===== src/rtl/fetch_seq_pkg.sv =====
// Shared definitions for the fetch sequencer: FSM state encoding,
// special opcodes and the instruction field positions.
// Latency: n/a (types and constants only). Backpressure: n/a.
package fetch_seq_pkg;

    typedef enum logic [2:0] {
        ST_IDLE      = 3'd0,
        ST_FETCH     = 3'd1,
        ST_ISSUE     = 3'd2,
        ST_STEP_WAIT = 3'd3,
        ST_HALTED    = 3'd4
    } state_e;

    localparam logic [2:0] OPC_HALT = 3'b110;
    localparam logic [2:0] OPC_JMP  = 3'b111;

    // Instruction word layout: [7:5] opcode, [4:0] operand
    localparam int OPC_MSB = 7;
    localparam int OPC_LSB = 5;
    localparam int OPD_MSB = 4;
    localparam int OPD_LSB = 0;

    function automatic logic [2:0] get_opcode(input logic [7:0] instr);
        return instr[OPC_MSB:OPC_LSB];
    endfunction

    function automatic logic [4:0] get_operand(input logic [7:0] instr);
        return instr[OPD_MSB:OPD_LSB];
    endfunction

endpackage


===== src/rtl/fetch_seq.sv =====
// Instruction fetch sequencer: walks an external ROM by PC and issues words to a consumer.
// Latency: one FETCH cycle registers rom_data, instruction presented in the following ISSUE cycle.
// Backpressure: instr_out/instr_valid held stable in ISSUE until instr_ready; PC advances only on handshake.
//
// Ports: clk/reset (async active-high); start, step_mode, step control execution;
// rom_addr/rom_data form the combinational ROM lookup; instr_out/instr_valid/instr_ready
// is the valid-ready issue interface; busy (FETCH or ISSUE) and halted report status.
// Optional feature: define FETCH_SEQ_JUMP_EN to decode opcode 3'b111 as a jump to operand.
module fetch_seq
    import fetch_seq_pkg::*;
#(
    parameter int          PC_W     = 4,
    parameter int unsigned START_PC = 0
) (
    input  logic            clk,
    input  logic            reset,
    input  logic            start,
    input  logic            step_mode,
    input  logic            step,
    output logic [PC_W-1:0] rom_addr,
    input  logic [7:0]      rom_data,
    output logic [7:0]      instr_out,
    output logic            instr_valid,
    input  logic            instr_ready,
    output logic            busy,
    output logic            halted
);

    localparam logic [PC_W-1:0] PC_INIT = PC_W'(START_PC);

    state_e          r_state;
    state_e          w_state_nxt;
    logic [PC_W-1:0] r_pc;
    logic [PC_W-1:0] w_pc_nxt;
    logic [7:0]      r_ir;
    logic [7:0]      w_ir_nxt;
    logic [2:0]      w_opcode;
    logic            w_hs;

    assign w_opcode  = get_opcode(r_ir);
    assign rom_addr  = r_pc;
    assign instr_out = r_ir;
    // Handshake only counts while a non-HALT word is actually being offered.
    assign w_hs      = instr_valid & instr_ready;

    always_ff @(posedge clk or posedge reset) begin
        if (reset) begin
            r_state <= ST_IDLE;
            r_pc    <= PC_INIT;
            r_ir    <= 8'h00;
        end else begin
            r_state <= w_state_nxt;
            r_pc    <= w_pc_nxt;
            r_ir    <= w_ir_nxt;
        end
    end

    always_comb begin
        w_state_nxt = r_state;
        w_pc_nxt    = r_pc;
        w_ir_nxt    = r_ir;
        instr_valid = 1'b0;
        busy        = 1'b0;
        halted      = 1'b0;

        case (r_state)
            ST_IDLE: begin
                if (start) begin
                    w_pc_nxt    = PC_INIT;
                    w_state_nxt = ST_FETCH;
                end
            end

            ST_FETCH: begin
                busy        = 1'b1;
                w_ir_nxt    = rom_data;
                w_state_nxt = ST_ISSUE;
            end

            ST_ISSUE: begin
                busy = 1'b1;
                if (w_opcode == OPC_HALT) begin
                    // HALT is consumed internally, never shown to the consumer.
                    w_state_nxt = ST_HALTED;
                end else begin
                    instr_valid = 1'b1;
                    if (instr_ready) begin
`ifdef FETCH_SEQ_JUMP_EN
                        if (w_opcode == OPC_JMP) begin
                            w_pc_nxt = PC_W'(get_operand(r_ir));
                        end else begin
                            w_pc_nxt = r_pc + PC_W'(1);
                        end
`else
                        w_pc_nxt = r_pc + PC_W'(1);
`endif
                        w_state_nxt = step_mode ? ST_STEP_WAIT : ST_FETCH;
                    end
                end
            end

            ST_STEP_WAIT: begin
                // Leaving single-step mode releases the sequencer as if stepped.
                if (step || !step_mode) begin
                    w_state_nxt = ST_FETCH;
                end
            end

            ST_HALTED: begin
                halted = 1'b1;
                if (start) begin
                    w_pc_nxt    = PC_INIT;
                    w_state_nxt = ST_FETCH;
                end
            end

            default: begin
                w_state_nxt = ST_IDLE;
            end
        endcase
    end

    // w_hs is kept as a named term for readability of the handshake rule;
    // the transition logic above uses the same condition in expanded form.
    logic w_hs_unused;
    assign w_hs_unused = w_hs;

endmodule

===== config.mk =====
export PLATFORM = sky130hd
export DESIGN_NAME = fetch_seq
export DESIGN_NICKNAME = d
export VERILOG_FILES = /design/src/rtl/fetch_seq_pkg.sv /design/src/rtl/fetch_seq.sv
export SDC_FILE = /design/constraint.sdc
export NUM_CORES = 1
export LEC_CHECK = 0
export CAP_MARGIN = 0
export CORE_MARGIN = 3
export CORE_UTILIZATION = 42
export DETAILED_ROUTE_END_ITERATION = 6
export PLACE_DENSITY = 0.86
export REMOVE_ABC_BUFFERS = 1
export SLEW_MARGIN = 30
export SYNTH_ARGS = -nofsm -noshare
export SYNTH_HDL_FRONTEND = slang
export SYNTH_SLANG_ARGS = --single-unit

===== constraint.sdc =====
create_clock -name clk -period 1.57 [get_ports clk]
set_input_delay 0.2355 -clock clk [delete_from_list [all_inputs] [get_ports clk]]
set_output_delay 0.2355 -clock clk [all_outputs]
set_load 0.01 [all_outputs]

==> results.txt <==
Critical Path Start = r_state[0]
FF+latch area = 375 sq um
fraction of layout cells with a size suffix above 1 = 30.0%
WL/cell = 14.0 microns
vias per inst = 5.20
endpoints failing setup = 0
launching point of the worst reg2reg path = r_state[0]
CTS tree = built
Ports = 29
Reg2Reg Depth = 5
IO buf count = 28
DRT Pass-1 Iters = 4
RSZ-0062 raised after global routing = true
first-pass GRT wire length = 3080 microns
met3 Use GR = 2.76%
Clock Root Buffer = clkbuf_4
DP Wirelength = 1400 microns
WL final = 1880 microns
slew of the pin with the lowest slew margin = 589 ps
cell accounting for the most synthesized area = dfrtp_1
r2r endpoint = rom_addr[0]
CP cell instances = or3b_4, nor2_4, buf_6
Cell variety after synth = 27
final net count = 126
Mapped Cells = 70
met2 Resource Use GR = 31.2%
total gr overflow = 0
vias = 697
chip height = 48.7 microns
Hold Crit Class = input pin to async pin
Crit Path Max Fanout = 2
CP endpoint kind = output pin
Leakage = 0.527 nW
worst setup margin = 11.5 ps
Final period util = 99.3%
Filler Cells Inserted = 126
worst path required time = 1330 ps
Tot GR Track Use = 16.3%
max incr delay on CP = 400 ps
CP startpoint kind = flip-flop
DR iter-0 viols = 15
share of the synthesized area in the top cell type = 49.0%
Ys Warns = 0
R2R setup slack = 70 ps
Slew headroom = 60.7%
top cells by area, synth = dfrtp_1 (49%), mux2_2 (12%), o21ai_1 (3.3%), o2bb2a_4 (2.6%), nand2_1 (2.5%)
CTS buffer count = 3
Max Cap Viol = 0
H-tree depth = 1
Setup TNS = 0 ps
power density over the cells = 1820 nW/um^2
largest net degree at the start of global routing = 16
M1 GR Usage = 17.8%
GP Congestion = 0.734
GRT busiest layer = met2
Worst Skew = 4.93 ps
register area share after synthesis = 49.0%
# DRC = 0
Peak Freq = 0.642 GHz
synthesized area per cell = 10.9 sq um
multi-input logic area = 378 sq um
critical path arrival = 1320 ps
CTS sink count = 15
clock period minus worst slack = 1560 ps
critical setup path kind = flip-flop to output pin
# diodes = 0
total power = 2.18 mW
#FFs+latches synth = 15
Rows = 14
critical path's slowest cell = dfrtp_1
hold-fix buffers at CTS = 0
Routed Antenna Nets = 0
Core Area = 1610 sq um
worst slack, placed = -206 ps
Starting Density = 47.5%
Slew Viols, Final = 0
status = complete, no violations
Max Buffers Root-to-Sink = 2
Mapped Area = 766 sq um
Area Overhead vs Synth = 56.0%
Die X = 48.7 microns
Max IR drop VDD = 1.19 mV
crit path to = instr_valid
die area = 2370 sq um
Final Hold Viols = 0
number of global-route vias before repair = 726
clock-pin slew on the worst setup and hold paths = 90 ps
clock latency on the worst-skew pair = 290 ps
antenna violations before repair = 0
[final cells by class]
class | instances | share of cell area (%)
repair buffers | 39 | 31.0
flip-flops and latches | 15 | 31.4
well taps | 24 | 2.51
inverters | 4 | 1.26
multi-input cells | 48 | 31.6
clock buffers | 4 | 2.20
[repair_timing]
item	in CTS	in global routing
resized for setup	11	9
buffers inserted	0	1
pin swaps	0	2
setup endpoints to repair	3	6
hold endpoints to repair	0	0
gates cloned	0	0
[synthesized netlist by cell type]
master     n
a21oi_1    2
and2_1     1
and3b_1    1
buf_2      1
buf_4      2
dfrtp_1   15
ha_1       1
inv_1      4
mux2_2     8
nand2_1    5
nand3_1    3
nand3b_1   2
nand4b_1   1
nor2_1     4
nor2_4     1
nor3_1     1
nor3b_2    1
o211ai_1   1
o21ai_0    3
o21ai_1    5
o22ai_1    1
o2bb2a_4   1
o31ai_1    2
or2b_1     1
or3b_4     1
or4b_1     1
xnor2_1    1
[metrics by stage]
step / std cells / utilization (%) / hold WS (ps) / area, sq um
5_1_grt: 134 / 74.1 / 327 / 1190
2_1_floorplan: 67 / - / 137 / 746
3_3_place_gp: 129 / 70.2 / 488 / 1130
4_1_cts: 133 / 72.4 / 309 / 1170
6_report: 134 / 74.1 / 299 / 1190
3_5_place_dp: 129 / 70.2 / 499 / 1130
[sequential cells by signal, indices dropped and copies added, names as in the netlist]
register and count:
instr_out 8, r_state 3, rom_addr 4
[worst max-delay path: cells and delay by family, from the launching register on]
family                 cells  cell delay (ps)
buffers and inverters      1              110
flip-flops                 1              400
AND/OR/NAND/NOR            2              530
[layout by cell type (no fill, tap or decap)]
| master | netlist | final |
|---|---|---|
| nor3b_2 | 1 | 1 |
| a21oi_1 | 2 | 2 |
| dlymetal6s2s_1 | 0 | 1 |
| nor2_4 | 1 | 3 |
| clkbuf_2 | 0 | 1 |
| nand2_1 | 5 | 5 |
| clkdlybuf4s50_1 | 0 | 24 |
| nor3_1 | 1 | 1 |
| and2_1 | 1 | 1 |
| clkbuf_1 | 0 | 1 |
| o22ai_1 | 1 | 1 |
| mux2_2 | 8 | 8 |
| clkdlybuf4s15_2 | 0 | 1 |
| ha_1 | 1 | 1 |
| o21ai_1 | 5 | 3 |
| inv_1 | 4 | 4 |
| or2b_1 | 1 | 1 |
| or4b_1 | 1 | 1 |
| buf_4 | 2 | 9 |
| nand3_1 | 3 | 3 |
| o21ai_0 | 3 | 3 |
| nand4b_1 | 1 | 1 |
| buf_6 | 0 | 3 |
| o21ai_2 | 0 | 2 |
| clkbuf_4 | 0 | 3 |
| or3b_4 | 1 | 1 |
| nor2_1 | 4 | 2 |
| xnor2_1 | 1 | 1 |
| and3b_1 | 1 | 1 |
| o211ai_1 | 1 | 1 |
| o2bb2a_4 | 1 | 1 |
| dfrtp_1 | 15 | 15 |
| o31ai_1 | 2 | 2 |
| nand3b_1 | 2 | 2 |
[cells by family after synthesis]
kind of cell / Yosys count / share of synthesized area [%]
AOI/OAI and AO/OA: 15 / 12.9
xor gates and xnor gates: 1 / 1.14
adders and majority gates: 1 / 1.63
buffers and inverters: 7 / 4.57
DFF: 15 / 49.0
muxes: 8 / 11.8
and+or+nand+nor: 23 / 19.0
[power by group]
group	internal (mW)	total, mW	switching [mW]
Clock	0.0987	0.228	0.130
Combinational	0.761	1.30	0.541
Sequential	0.547	0.648	0.102
Total	1.41	2.18	0.772
[routing by layer]
layer | routed length, microns | vias up
met2 | 992 | 26
met5 | 0 | -
met1 | 783 | 343
met3 | 87 | 2
li1 | - | 326
met4 | 15 | 0
[worst min-delay path by stage]
stage | cells past startpoint | endpoint | startpoint | slack (ps)
finish | 2 | instr_out[4] | reset | 300
global route | 2 | instr_out[4] | reset | 330
CTS | 2 | instr_out[4] | reset | 310
detailed placement | 1 | instr_out[3] | instr_out[3] | 500
global placement | 1 | instr_out[1] | instr_out[1] | 490
floorplan | 1 | instr_out[0] | reset | 140
Power figures use the tool's default switching activity.
